--- src/rtl/rep_serial_encoder.sv ---
// Serial repetition-code transmitter: sends a parallel word MSB-first, each bit held for REP chips.
// Optional feature: define REP_PARITY_EN to append an even-parity bit after the LSB.
module rep_serial_encoder #(
  parameter int DATA_W = 8,
  parameter int REP    = 7
) (
  input  logic              clk,
  input  logic              rst,
  input  logic [DATA_W-1:0] in_data,
  input  logic              in_valid,
  output logic              in_ready,
  output logic              tx_out,
  output logic              tx_valid,
  output logic              frame_start,
  output logic              busy
);

`ifdef REP_PARITY_EN
  localparam int NBITS = DATA_W + 1;
`else
  localparam int NBITS = DATA_W;
`endif

  localparam int CHIP_W = (REP > 1) ? $clog2(REP) : 1;
  localparam int BIT_W  = (NBITS > 1) ? $clog2(NBITS) : 1;
  localparam logic [CHIP_W-1:0] LAST_CHIP = CHIP_W'(REP - 1);
  localparam logic [BIT_W-1:0]  LAST_BIT  = BIT_W'(NBITS - 1);

  localparam logic [0:0] IDLE = 1'b0;
  localparam logic [0:0] SEND = 1'b1;

  logic [0:0]        state;
  logic [NBITS-1:0]  shreg;
  logic [NBITS-1:0]  shifted;
  logic [NBITS-1:0]  load_word;
  logic [CHIP_W-1:0] chip_cnt;
  logic [BIT_W-1:0]  bit_cnt;
  logic              chip_wrap;
  logic              last_chip;
  logic              accept;

`ifdef REP_PARITY_EN
  assign load_word = {in_data, ^in_data};
`else
  assign load_word = in_data;
`endif

  assign shifted   = shreg << 1;
  assign chip_wrap = (state == SEND) && (chip_cnt == LAST_CHIP);
  assign last_chip = chip_wrap && (bit_cnt == LAST_BIT);
  assign in_ready  = (state == IDLE) || last_chip;
  assign accept    = in_valid && in_ready;
  assign busy      = tx_valid;

  // A word accepted on the last chip reloads directly, so back-to-back frames have no gap.
  always_ff @(posedge clk) begin
    if (rst) begin
      state       <= IDLE;
      shreg       <= '0;
      chip_cnt    <= '0;
      bit_cnt     <= '0;
      tx_out      <= 1'b0;
      tx_valid    <= 1'b0;
      frame_start <= 1'b0;
    end else begin
      frame_start <= 1'b0;
      if (accept) begin
        state       <= SEND;
        shreg       <= load_word;
        chip_cnt    <= '0;
        bit_cnt     <= '0;
        tx_out      <= load_word[NBITS-1];
        tx_valid    <= 1'b1;
        frame_start <= 1'b1;
      end else if (state == SEND) begin
        if (chip_wrap) begin
          chip_cnt <= '0;
          if (bit_cnt == LAST_BIT) begin
            state    <= IDLE;
            shreg    <= '0;
            bit_cnt  <= '0;
            tx_out   <= 1'b0;
            tx_valid <= 1'b0;
          end else begin
            shreg   <= shifted;
            bit_cnt <= bit_cnt + 1'b1;
            tx_out  <= shifted[NBITS-1];
          end
        end else begin
          chip_cnt <= chip_cnt + 1'b1;
        end
      end
    end
  end

endmodule

--- config.mk ---
export PLATFORM = sky130hd
export DESIGN_NAME = rep_serial_encoder
export DESIGN_NICKNAME = d
export VERILOG_FILES = /design/src/rtl/rep_serial_encoder.sv
export SDC_FILE = /design/constraint.sdc
export NUM_CORES = 1
export LEC_CHECK = 0
export BUFFER_PORTS_ARGS = -buffer_cell sky130_fd_sc_hd__clkbuf_2
export CELL_PAD_IN_SITES_DETAIL_PLACEMENT = 0
export CELL_PAD_IN_SITES_GLOBAL_PLACEMENT = 1
export CORE_MARGIN = 4
export CORE_UTILIZATION = 35
export CTS_BUF_LIST = sky130_fd_sc_hd__clkbuf_2 sky130_fd_sc_hd__clkbuf_4 sky130_fd_sc_hd__clkbuf_8
export DETAILED_ROUTE_END_ITERATION = 6
export PLACE_DENSITY_LB_ADDON = 0.1
export SLEW_MARGIN = 15
export SYNTH_ARGS = -nofsm -noshare
export SYNTH_HDL_FRONTEND = slang
export SYNTH_SLANG_ARGS = --single-unit
--- constraint.sdc ---
create_clock -name clk -period 1.7 [get_ports clk]
set_input_delay 0.34 -clock clk [delete_from_list [all_inputs] [get_ports clk]]
set_output_delay 0.34 -clock clk [all_outputs]
set_load 0.05 [all_outputs]
==> qor.txt <==
GLOBAL ROUTE
--------------------------------------------------------------------------------
Wire length of the first global-routing pass                             3130 um
Vias in the first global route                                               688
Sum of overflow across all layers after global routing                         0
Number of antenna violations at the first check in global routing              0
All-Layer GR Usage                                                         12.4%
Pin count of the biggest net entering global routing                          16

SYNTHESIS
--------------------------------------------------------------------------------
Ys async rst share                                                            0%
Synth Register Bits                                                           17
Leading cell type by number of instances after synthesis            sky130_fd_sc_hd__dfxtp_1
Netlist area before placement                                            833 um2
Number of distinct library cells after synthesis                              23
Per-instance average area after synthesis                               8.68 um2
Synth top area cells                                                sky130_fd_sc_hd__dfxtp_1 (41%), sky130_fd_sc_hd__nand3_1 (6.6%), sky130_fd_sc_hd__a21oi_2 (6.3%), sky130_fd_sc_hd__a311oi_1 (6.3%), sky130_fd_sc_hd__ha_1 (6.0%)
EDFF count, synth                                                              0
Number of nets in the synthesized netlist                                    111
Most frequent cells after synthesis                                 sky130_fd_sc_hd__dfxtp_1 (17), sky130_fd_sc_hd__nand3_1 (11), sky130_fd_sc_hd__o21ai_0 (10)
Commonest register cell after synthesis                             sky130_fd_sc_hd__dfxtp_1
Share of synthesized area occupied by flip-flops and latches               40.8%
Area share of the largest cell type after synthesis                        40.8%
Area leader, netlist                                                sky130_fd_sc_hd__dfxtp_1
Gate count of the mapped netlist                                              96
Number of synthesis warnings                                                   0

DIE
--------------------------------------------------------------------------------
Total Die Area                                                          3230 um2
Die span in y                                                            56.8 um
Row Count                                                                     17
Effective utilization at floorplan                                         37.3%
Die X                                                                    56.8 um
I/O pins                                                                      16
Core area                                                               2230 um2

STA
--------------------------------------------------------------------------------
Final Critical Period                                                    1.62 ns
Slew margin rel.                                                           77.1%
Worst setup slack after layout                                         0.0814 ns
Final number of hold-violating endpoints                                       0
Max frequency                                                            618 MHz
Final-layout worst hold slack                                           0.287 ns
Period Utilization, post-route                                             95.2%
Total Neg Setup Slack                                                       0 ns
Transition time of the tightest slew-check pin                          0.343 ns
Endpoints failing setup                                                        0
Count of final max-slew check failures                                         0
Clk_skew                                                              0.00196 ns

ROUTE
--------------------------------------------------------------------------------
Final routed DRC violation total                                               0
Initial DRC count                                                              7
Via count of the routed design                                               733
Vias/cell                                                                   5.24
DRT Pass-1 Iters                                                               4
Average wire per standard cell                                           13.7 um
Antenna-violating nets left                                                    0
Final Routed Wirelength                                                  1910 um

POWER
--------------------------------------------------------------------------------
Power consumption                                                         798 uW
Internal cell power                                                       576 uW
Total power density per cell area                                     785 nW/um2
Total net switching power                                                 221 uW
Clock network fraction of total power                                      29.4%
Switching portion of total power                                           27.8%
Relative contribution of sequential cells to total power                   54.1%
Worst IR Drop VDD                                                     0.000403 V
Combinational power share                                                  16.6%
Leakage power of the design                                             0.368 nW

FINAL LAYOUT
--------------------------------------------------------------------------------
Diode insertion count for antenna repair                                       0
Count of fill cells added during filler insertion                            235
Number of nets at the end of the flow                                        128
Number of cells in the finished layout apart from fillers                    140
Final core area utilization                                                45.5%
Area of all placed cells without fillers                                1020 um2
Proportion of layout cells with a drive suffix above 1                     34.8%
Syn-to-layout area delta                                                   21.9%

WORST SETUP PATH
--------------------------------------------------------------------------------
Startpoint Class                                                            flop
Max Fanout on Critical Path                                                    3
Critical path class                                                 flop to output pin
Critical Path Start                                                   bit_cnt[0]
Endpoint kind of the worst setup timing path                          output pin
Worst Reg2Reg Path Length in Cells                                             5
End of the worst register-to-register path                           chip_cnt[1]
Data required time at the worst endpoint                                 1.36 ns
Reg-to-Reg Start                                                      bit_cnt[0]
Data arrival time of the critical path                                   1.28 ns
R2R setup slack                                                          0.15 ns
End of the critical path                                                in_ready

CLOCKING
--------------------------------------------------------------------------------
Number of CTS-inserted buffers                                                 3
Clk Tree Root Cell                                                  sky130_fd_sc_hd__clkbuf_4
CTS HTree Levels                                                               1
Bufs on Longest Clock Path                                                     2
Clock tree from TritonCTS                                                    yes
Clock transition at the registers of the reported paths                  0.10 ns
CTS sink count                                                                17
Worst skew pair latency                                                  0.29 ns

OUTCOME
--------------------------------------------------------------------------------
Run status                                                          finished clean

PLACED DESIGN
--------------------------------------------------------------------------------
Final RePlAce weighted congestion                                          0.697
Cell Count Post-Placement                                                    135
Cell Area, Placed                                                        921 um2
Number of buffers inserted by port buffering                                  15
Post-Place Worst Slack                                                 0.0777 ns
Half-perimeter wire length of the detailed placement result              1350 um

FLOW RUN
--------------------------------------------------------------------------------
Max Cap Viol                                                                   0

HOLD PATH
--------------------------------------------------------------------------------
Path type of the worst min-delay path                               input pin to flop

==> layout by cell type, fill, tap and decap left out, types with 2 or more instances in the layout <==
master                     netlist  routed
sky130_fd_sc_hd__dfxtp_2         0       2
sky130_fd_sc_hd__ha_4            0       3
sky130_fd_sc_hd__buf_4           1       5
sky130_fd_sc_hd__a311oi_1        6       6
sky130_fd_sc_hd__nor2_1          3       3
sky130_fd_sc_hd__a21oi_2         6       6
sky130_fd_sc_hd__nand2_1         8       7
sky130_fd_sc_hd__a21oi_1         3       3
sky130_fd_sc_hd__nand2b_1        3       3
sky130_fd_sc_hd__nand3_1        11      10
sky130_fd_sc_hd__nor3_1          6       6
sky130_fd_sc_hd__nand3b_1        2       2
sky130_fd_sc_hd__clkbuf_2        0      14
sky130_fd_sc_hd__or3_1           2       2
sky130_fd_sc_hd__dfxtp_1        17      15
sky130_fd_sc_hd__nand3_2         1       2
sky130_fd_sc_hd__clkbuf_4        0       4
sky130_fd_sc_hd__o21ai_0        10      10
sky130_fd_sc_hd__inv_1           2       2
==> layer usage <==
layer / GRT usage (%) / routed length, um
met1: 15.6 / 871
met2: 19.5 / 938
met3: 3.45 / 87
met4: 5.96 / 17
met5: 0 / 0
==> flip-flops by register name (all words and copies together), names as in the netlist <==
signal,count
busy,1
chip_cnt,3
shreg,7
tx_out,1
bit_cnt,3
frame_start,1
state,1
==> worst min-delay path by stage <==
stage	start	slack, ns	cells after the start	to
2_1_floorplan	rst	0.41	1	shreg[1]
3_3_place_gp	bit_cnt[1]	0.47	2	bit_cnt[1]
6_report	in_data[0]	0.29	3	shreg[0]
5_1_grt	in_data[4]	0.29	3	shreg[4]
3_5_place_dp	bit_cnt[1]	0.46	2	bit_cnt[1]
4_1_cts	in_data[0]	0.28	3	shreg[0]
==> power groups by stage <==
stage / sequential, mW / clock (mW) / combinational, mW
floorplan: 0.454 / 0 / 0.0809
global placement: 0.440 / 0 / 0.126
detailed placement: 0.440 / 0 / 0.127
CTS: 0.431 / 0.245 / 0.130
global route: 0.435 / 0.271 / 0.144
finish: 0.431 / 0.234 / 0.132
==> critical path: stages, from the launching register on <==
cell and delay [ns]:
sky130_fd_sc_hd__dfxtp_2 0.38, sky130_fd_sc_hd__ha_4 0.15, sky130_fd_sc_hd__ha_4 0.13, sky130_fd_sc_hd__nand3_2 0.09, sky130_fd_sc_hd__nand2_2 0.10, sky130_fd_sc_hd__buf_8 0.14
==> final cells by class <==
type / count / area (um2) / area share, %
Multi-Input combinational cell: 69 / 478 / 47.0
Sequential cell: 17 / 343 / 33.7
Timing Repair Buffer: 20 / 123 / 12.1
Tap cell: 28 / 35.0 / 3.45
Clock buffer: 4 / 30.0 / 2.96
Inverter: 2 / 7.51 / 0.739
==> cells by family (layout without fill, tap and decap cells) <==
logic type	after synthesis	count (layout)	share of synthesized area, %
AOI/OAI and AO/OA	26	26	21.2
adders and majority gates	4	4	6.01
buffers and inverters	10	26	7.21
DFF	17	17	40.8
and+or+nand+nor	39	39	24.8
==> repair_timing <==
| action | CTS | global route |
|---|---|---|
| buffers inserted | 1 | 0 |
| endpoints found under the setup margin | 1 | 1 |
| hold buffers | 0 | 0 |
| resized for setup | 5 | 8 |
| pin swaps | 1 | 1 |
(Power assumes the default switching activity.)
